File: src/rtl/alu_muldiv_sequencer.sv
// Iterative 32x32 multiply / 32/32 restoring divide that borrows the shared ALU for 32 cycles.
// Optional signed operation is enabled by defining MULDIV_SIGNED_EN; op[1] is ignored otherwise.
module alu_muldiv_sequencer (
    input  logic        clk,
    input  logic        rst,
    input  logic        start,
    input  logic [1:0]  op,
    input  logic [31:0] srcA,
    input  logic [31:0] srcB,
    output logic        busy,
    output logic        done,
    output logic [31:0] resultLo,
    output logic [31:0] resultHi,
    output logic [31:0] aluInA,
    output logic [31:0] aluInB,
    output logic [3:0]  aluCode,
    input  logic [31:0] aluOut
);

    localparam logic [3:0] ALU_CODE_ADD = 4'b0010;
    localparam logic [3:0] ALU_CODE_SUB = 4'b0110;
    localparam logic [5:0] LAST_ITER    = 6'd31;

    typedef enum logic [1:0] {
        IDLE = 2'd0,
        RUN  = 2'd1,
        DONE = 2'd2
    } state_t;

    state_t      state_reg, state_next;
    logic [5:0]  cnt_reg, cnt_next;
    logic [31:0] hi_reg, hi_next;
    logic [31:0] lo_reg, lo_next;
    logic [31:0] operand_reg, operand_next;
    logic        is_div_reg, is_div_next;
    logic        neg_main_reg, neg_main_next;
    logic        neg_rem_reg, neg_rem_next;
    logic [31:0] result_lo_reg, result_lo_next;
    logic [31:0] result_hi_reg, result_hi_next;

    logic        signed_req;
`ifdef MULDIV_SIGNED_EN
    assign signed_req = op[1];
`else
    logic unused_op_sign;
    assign signed_req     = 1'b0;
    assign unused_op_sign = op[1];
`endif

    // Operand magnitudes and sign bookkeeping captured at start.
    logic        sign_a, sign_b, fix_en;
    logic [31:0] mag_a, mag_b;

    always_comb begin
        sign_a = signed_req & srcA[31];
        sign_b = signed_req & srcB[31];
        mag_a  = sign_a ? (~srcA + 32'd1) : srcA;
        mag_b  = sign_b ? (~srcB + 32'd1) : srcB;
        // Division by zero keeps the raw unsigned result.
        fix_en = signed_req & ~(op[0] & (srcB == 32'd0));
    end

    // One iteration step using the borrowed ALU.
    logic [32:0] sh;
    logic        carry, ge;
    logic [31:0] step_hi, step_lo;

    always_comb begin
        sh      = {hi_reg, lo_reg[31]};
        carry   = (aluOut < hi_reg);
        ge      = sh[32] | (sh[31:0] >= operand_reg);
        aluCode = ALU_CODE_ADD;
        aluInA  = 32'd0;
        aluInB  = 32'd0;
        if (state_reg == RUN) begin
            if (is_div_reg) begin
                aluCode = ALU_CODE_SUB;
                aluInA  = sh[31:0];
                aluInB  = operand_reg;
            end else begin
                aluCode = ALU_CODE_ADD;
                aluInA  = hi_reg;
                aluInB  = lo_reg[0] ? operand_reg : 32'd0;
            end
        end
        if (is_div_reg) begin
            step_hi = ge ? aluOut : sh[31:0];
            step_lo = {lo_reg[30:0], ge};
        end else begin
            step_hi = {carry, aluOut[31:1]};
            step_lo = {aluOut[0], lo_reg[31:1]};
        end
    end

    // Sign correction applied on the final load, so latency is unchanged.
    logic [63:0] prod_fixed;
    logic [31:0] quot_fixed, rem_fixed;

    always_comb begin
        prod_fixed = neg_main_reg ? (~{step_hi, step_lo} + 64'd1) : {step_hi, step_lo};
        quot_fixed = neg_main_reg ? (~step_lo + 32'd1) : step_lo;
        rem_fixed  = neg_rem_reg  ? (~step_hi + 32'd1) : step_hi;
    end

    always_ff @(posedge clk) begin
        if (rst) begin
            state_reg     <= IDLE;
            cnt_reg       <= 6'd0;
            hi_reg        <= 32'd0;
            lo_reg        <= 32'd0;
            operand_reg   <= 32'd0;
            is_div_reg    <= 1'b0;
            neg_main_reg  <= 1'b0;
            neg_rem_reg   <= 1'b0;
            result_lo_reg <= 32'd0;
            result_hi_reg <= 32'd0;
        end else begin
            state_reg     <= state_next;
            cnt_reg       <= cnt_next;
            hi_reg        <= hi_next;
            lo_reg        <= lo_next;
            operand_reg   <= operand_next;
            is_div_reg    <= is_div_next;
            neg_main_reg  <= neg_main_next;
            neg_rem_reg   <= neg_rem_next;
            result_lo_reg <= result_lo_next;
            result_hi_reg <= result_hi_next;
        end
    end

    always_comb begin
        state_next     = state_reg;
        cnt_next       = cnt_reg;
        hi_next        = hi_reg;
        lo_next        = lo_reg;
        operand_next   = operand_reg;
        is_div_next    = is_div_reg;
        neg_main_next  = neg_main_reg;
        neg_rem_next   = neg_rem_reg;
        result_lo_next = result_lo_reg;
        result_hi_next = result_hi_reg;
        unique case (state_reg)
            IDLE: begin
                if (start) begin
                    state_next    = RUN;
                    cnt_next      = 6'd0;
                    hi_next       = 32'd0;
                    is_div_next   = op[0];
                    lo_next       = op[0] ? mag_a : mag_b;
                    operand_next  = op[0] ? mag_b : mag_a;
                    neg_main_next = fix_en & (sign_a ^ sign_b);
                    neg_rem_next  = fix_en & sign_a & op[0];
                end
            end
            RUN: begin
                hi_next  = step_hi;
                lo_next  = step_lo;
                cnt_next = cnt_reg + 6'd1;
                if (cnt_reg == LAST_ITER) begin
                    state_next = DONE;
                    if (is_div_reg) begin
                        result_lo_next = quot_fixed;
                        result_hi_next = rem_fixed;
                    end else begin
                        result_lo_next = prod_fixed[31:0];
                        result_hi_next = prod_fixed[63:32];
                    end
                end
            end
            DONE: begin
                state_next = IDLE;
            end
            default: begin
                state_next = IDLE;
            end
        endcase
    end

    assign busy     = (state_reg != IDLE);
    assign done     = (state_reg == DONE);
    assign resultLo = result_lo_reg;
    assign resultHi = result_hi_reg;

endmodule

File: config.mk
export PLATFORM = sky130hd
export DESIGN_NAME = alu_muldiv_sequencer
export DESIGN_NICKNAME = d
export VERILOG_FILES = /design/src/rtl/alu_muldiv_sequencer.sv
export SDC_FILE = /design/constraint.sdc
export NUM_CORES = 1
export LEC_CHECK = 0
export ABC_AREA = 0
export BUFFER_PORTS_ARGS = -buffer_cell sky130_fd_sc_hd__buf_2
export CORE_ASPECT_RATIO = 0.7
export CORE_MARGIN = 1.5
export CORE_UTILIZATION = 55
export DETAILED_ROUTE_END_ITERATION = 10
export HOLD_SLACK_MARGIN = 0.05
export PLACE_DENSITY_LB_ADDON = 0.25
export REMOVE_ABC_BUFFERS = 1
export SLEW_MARGIN = 20
export SYNTH_ARGS = -nofsm -noshare
export SYNTH_HDL_FRONTEND = slang
export SYNTH_SLANG_ARGS = --single-unit
File: constraint.sdc
create_clock -name clk -period 3 [get_ports clk]
set_input_delay 0.3 -clock clk [delete_from_list [all_inputs] [get_ports clk]]
set_output_delay 0.3 -clock clk [all_outputs]
set_load 0.005 [all_outputs]
==> impl_metrics.ini <==
[final_layout]
antenna_cells = 0
syn2layout_area_growth_pct = 21.3
final_area_um2 = 12100
final_util_pct = 69.2
layout-drive-gt1-share_pct = 23.9
nets = 1550

[sta]
final-max-slew-violation-count = 0
setup_violations = 0
fin_ws_ns = 0.197
relSlewSlack_pct = 42.7
tightest_slew_ns = 0.859
fin_tns_setup_ns = 0
hold_viol = 0
fin_skew_ns = 0.0115
period_needed_ns = 2.80
max_freq_mhz = 357
fin_crit_sh_pct = 93.4

[die]
die_area_um2 = 18900
die_y_um = 115
num_rows = 40
num_io_pins = 235
die_w_um = 164
core_area_um2 = 17400
initial_utilization_pct = 57.1

[pwr]
swShare_pct = 32.4
p_leak_nw = 5.20
seq_power_share_pct = 40.7
clockPowerShare_pct = 37.8
ir_drop_mv = 0.313
power.density_nw_per_um2 = 498
internal-power_mw = 4.06
comb_power_share_pct = 21.5
p_total_mw = 6.00
p_sw_mw = 1.95

[placed_design]
post-place-ws_ns = 0.0472
portBuffers = 230
placed_area_um2 = 11400
post-dp-hpwl_mm = 20.4
gp_congestion = 0.879

[critical_path]
regToRegStartpoint = lo_reg[31]
reg2reg_setup_slack_ns = 0.20
crit_fanout = 12
reg2regPathDepth = 10
worstReg2RegEnd = resultHi[0]
crit_required_ns = 3.34
crit_arrival_ns = 3.14
path_class = flip-flop to flip-flop
startpoint_type = flip-flop
endpoint_kind = flip-flop

[yosys]
synth-edff-count = 0
synth-simple-area-share_pct = 15.3
ys_ff_latch = 169
ys.flop_type = dfxtp_1
yosysUniqueCellTypes = 45
yosysTopAreaCell = dfxtp_1
synth_top_area_share_pct = 34.0
avgSynthCellArea_um2 = 8.36
ys_top_cells_by_count = dfxtp_1, nor2_1, mux2i_1, a211oi_1, clkbuf_1
synthCells = 1188
yosys.area_share.adder_pct = 8.06
ys_warn_count = 0
synthMuxAreaShare_pct = 12.9
syn_area_um2 = 9940
yosysMostFrequentCell = dfxtp_1
synth_xor_area_share_pct = 0
synth_compound_area_share_pct = 22.8
async_flop_share_pct = 0
seq_area_frac_synth_pct = 34.0
synth_top_family_by_area = compound AO/OA/AOI/OAI gates
yosys-top-cells-area = dfxtp_1, mux2i_1, ha_1

[cts]
holdBufCountCts = 0
numClockSinks = 169
numCtsBuffers = 17
clk_pin_slew_ns = 0.07
h-tree-depth = 4
cts-root-buf = clkbuf_16
cts_tree = yes
clock_path_buffers = 2
insertion_delay_ns = 0.44

[drt]
drt-pass1-iter-count = 6
routed_wl_mm = 28.8
wl_per_cell_um = 17.7
drtIter0Drc = 779
vias = 9679
drcViolationCount = 0
ant_nets = 0
vias_per_cell = 5.94

[global_route]
grt_overflow = 0
grt_max_degree = 79
grt_use_total_pct = 30.1
antenna_found_initial = 0
grt_first_pass_wirelength_mm = 44.8
grt_pass1_vias = 8745

[worst_hold_path]
min-delay-start = aluOut[24]
hold_class = primary input to flip-flop
hold_depth = 3
whs_endpoint = resultHi[23]

[run]
maxCapViolations = 0

[outcome]
status = finished clean
[metrics by stage]
step | cells | hold WS, ns
after floorplan | 1086 | 0.369
after global placement | 1595 | 0.468
after detailed placement | 1595 | 0.467
after CTS | 1627 | 0.216
after global routing | 1629 | 0.226
final | 1629 | 0.222
[per-layer routing]
layer,GRT usage [%],vias to the layer above,part of all wire (%)
li1,-,4721,-
met1,41.2,4553,46
met2,48.7,367,45
met3,5.55,38,6.9
met4,8.61,0,1.6
met5,0,-,0
[critical path, cell delays in order (launching register included)]
cell	delay (ns)
dfxtp_1	0.33
inv_1	0.07
ha_1	0.28
nand2b_1	0.13
a2111o_1	0.42
a311oi_2	0.35
a21oi_4	0.20
buf_4	0.19
or3_1	0.30
and3_4	0.19
o41ai_2	0.26
[cells by family (layout without fill, tap and decap cells)]
| kind of cell | after synthesis | after routing |
|---|---|---|
| and+or+nand+nor | 328 | 328 |
| buffers and inverters | 172 | 381 |
| AOI/OAI and AO/OA | 325 | 325 |
| DFF | 169 | 169 |
| other | 2 | 3 |
| muxes | 128 | 128 |
| adders and majority gates | 64 | 64 |
[cell usage in the layout, fill, tap and decap left out, types with 3 or more instances in the layout]
master,synthesis,routed
a211oi_1,94,89
o22ai_1,19,19
nand4_1,7,7
nor2b_1,4,4
dfxtp_1,169,168
and4_1,3,3
o21ai_0,22,22
o21ai_1,3,3
nand3_1,9,9
inv_1,69,69
conb_1,2,3
a21o_1,7,7
nand3b_1,34,34
clkinv_4,0,5
inv_8,0,6
buf_2,7,228
a221oi_1,3,3
nand2_1,51,51
o31ai_1,33,33
nor2_1,168,166
a21oi_1,68,68
nor3_1,35,34
buf_4,6,49
o41ai_1,31,31
a211oi_2,0,5
nand2b_1,6,5
o21a_1,30,30
buf_12,0,3
clkbuf_16,0,17
ha_1,64,64
mux2i_1,127,127
[power groups by stage]
stage | registers [mW] | logic (mW) | clock network (mW)
final | 2.44 | 1.29 | 2.27
after global routing | 2.46 | 1.42 | 2.39
after CTS | 2.44 | 1.26 | 2.28
after detailed placement | 2.49 | 1.25 | 0
after global placement | 2.49 | 1.22 | 0
after floorplan | 2.49 | 0.747 | 0
[how the worst max path moves through the flow]
stage	startpoint	to
final	lo_reg[31]	resultHi[0]
after global placement	lo_reg[31]	resultHi[5]
after CTS	operand_reg[17]	resultHi[8]
after floorplan	state_reg[1]	resultLo[10]
after detailed placement	operand_reg[17]	hi_reg[5]
after global routing	operand_reg[14]	resultHi[8]
[final cells by class]
class | count | area [µm²]
Inverter | 69 | 259
Clock buffer | 17 | 425
Fill cell | 1490 | 5360
Multi-Input combinational cell | 848 | 5950
Timing Repair Buffer | 280 | 1570
Tap cell | 231 | 289
Sequential cell | 169 | 3390
Clock inverter | 15 | 181
[what timing repair did]
item	in CTS	in global routing
resized for setup	0	9
endpoints found under the setup margin	0	60
setup buffers	0	2
No activity file was read; power rests on OpenSTA's default activity.
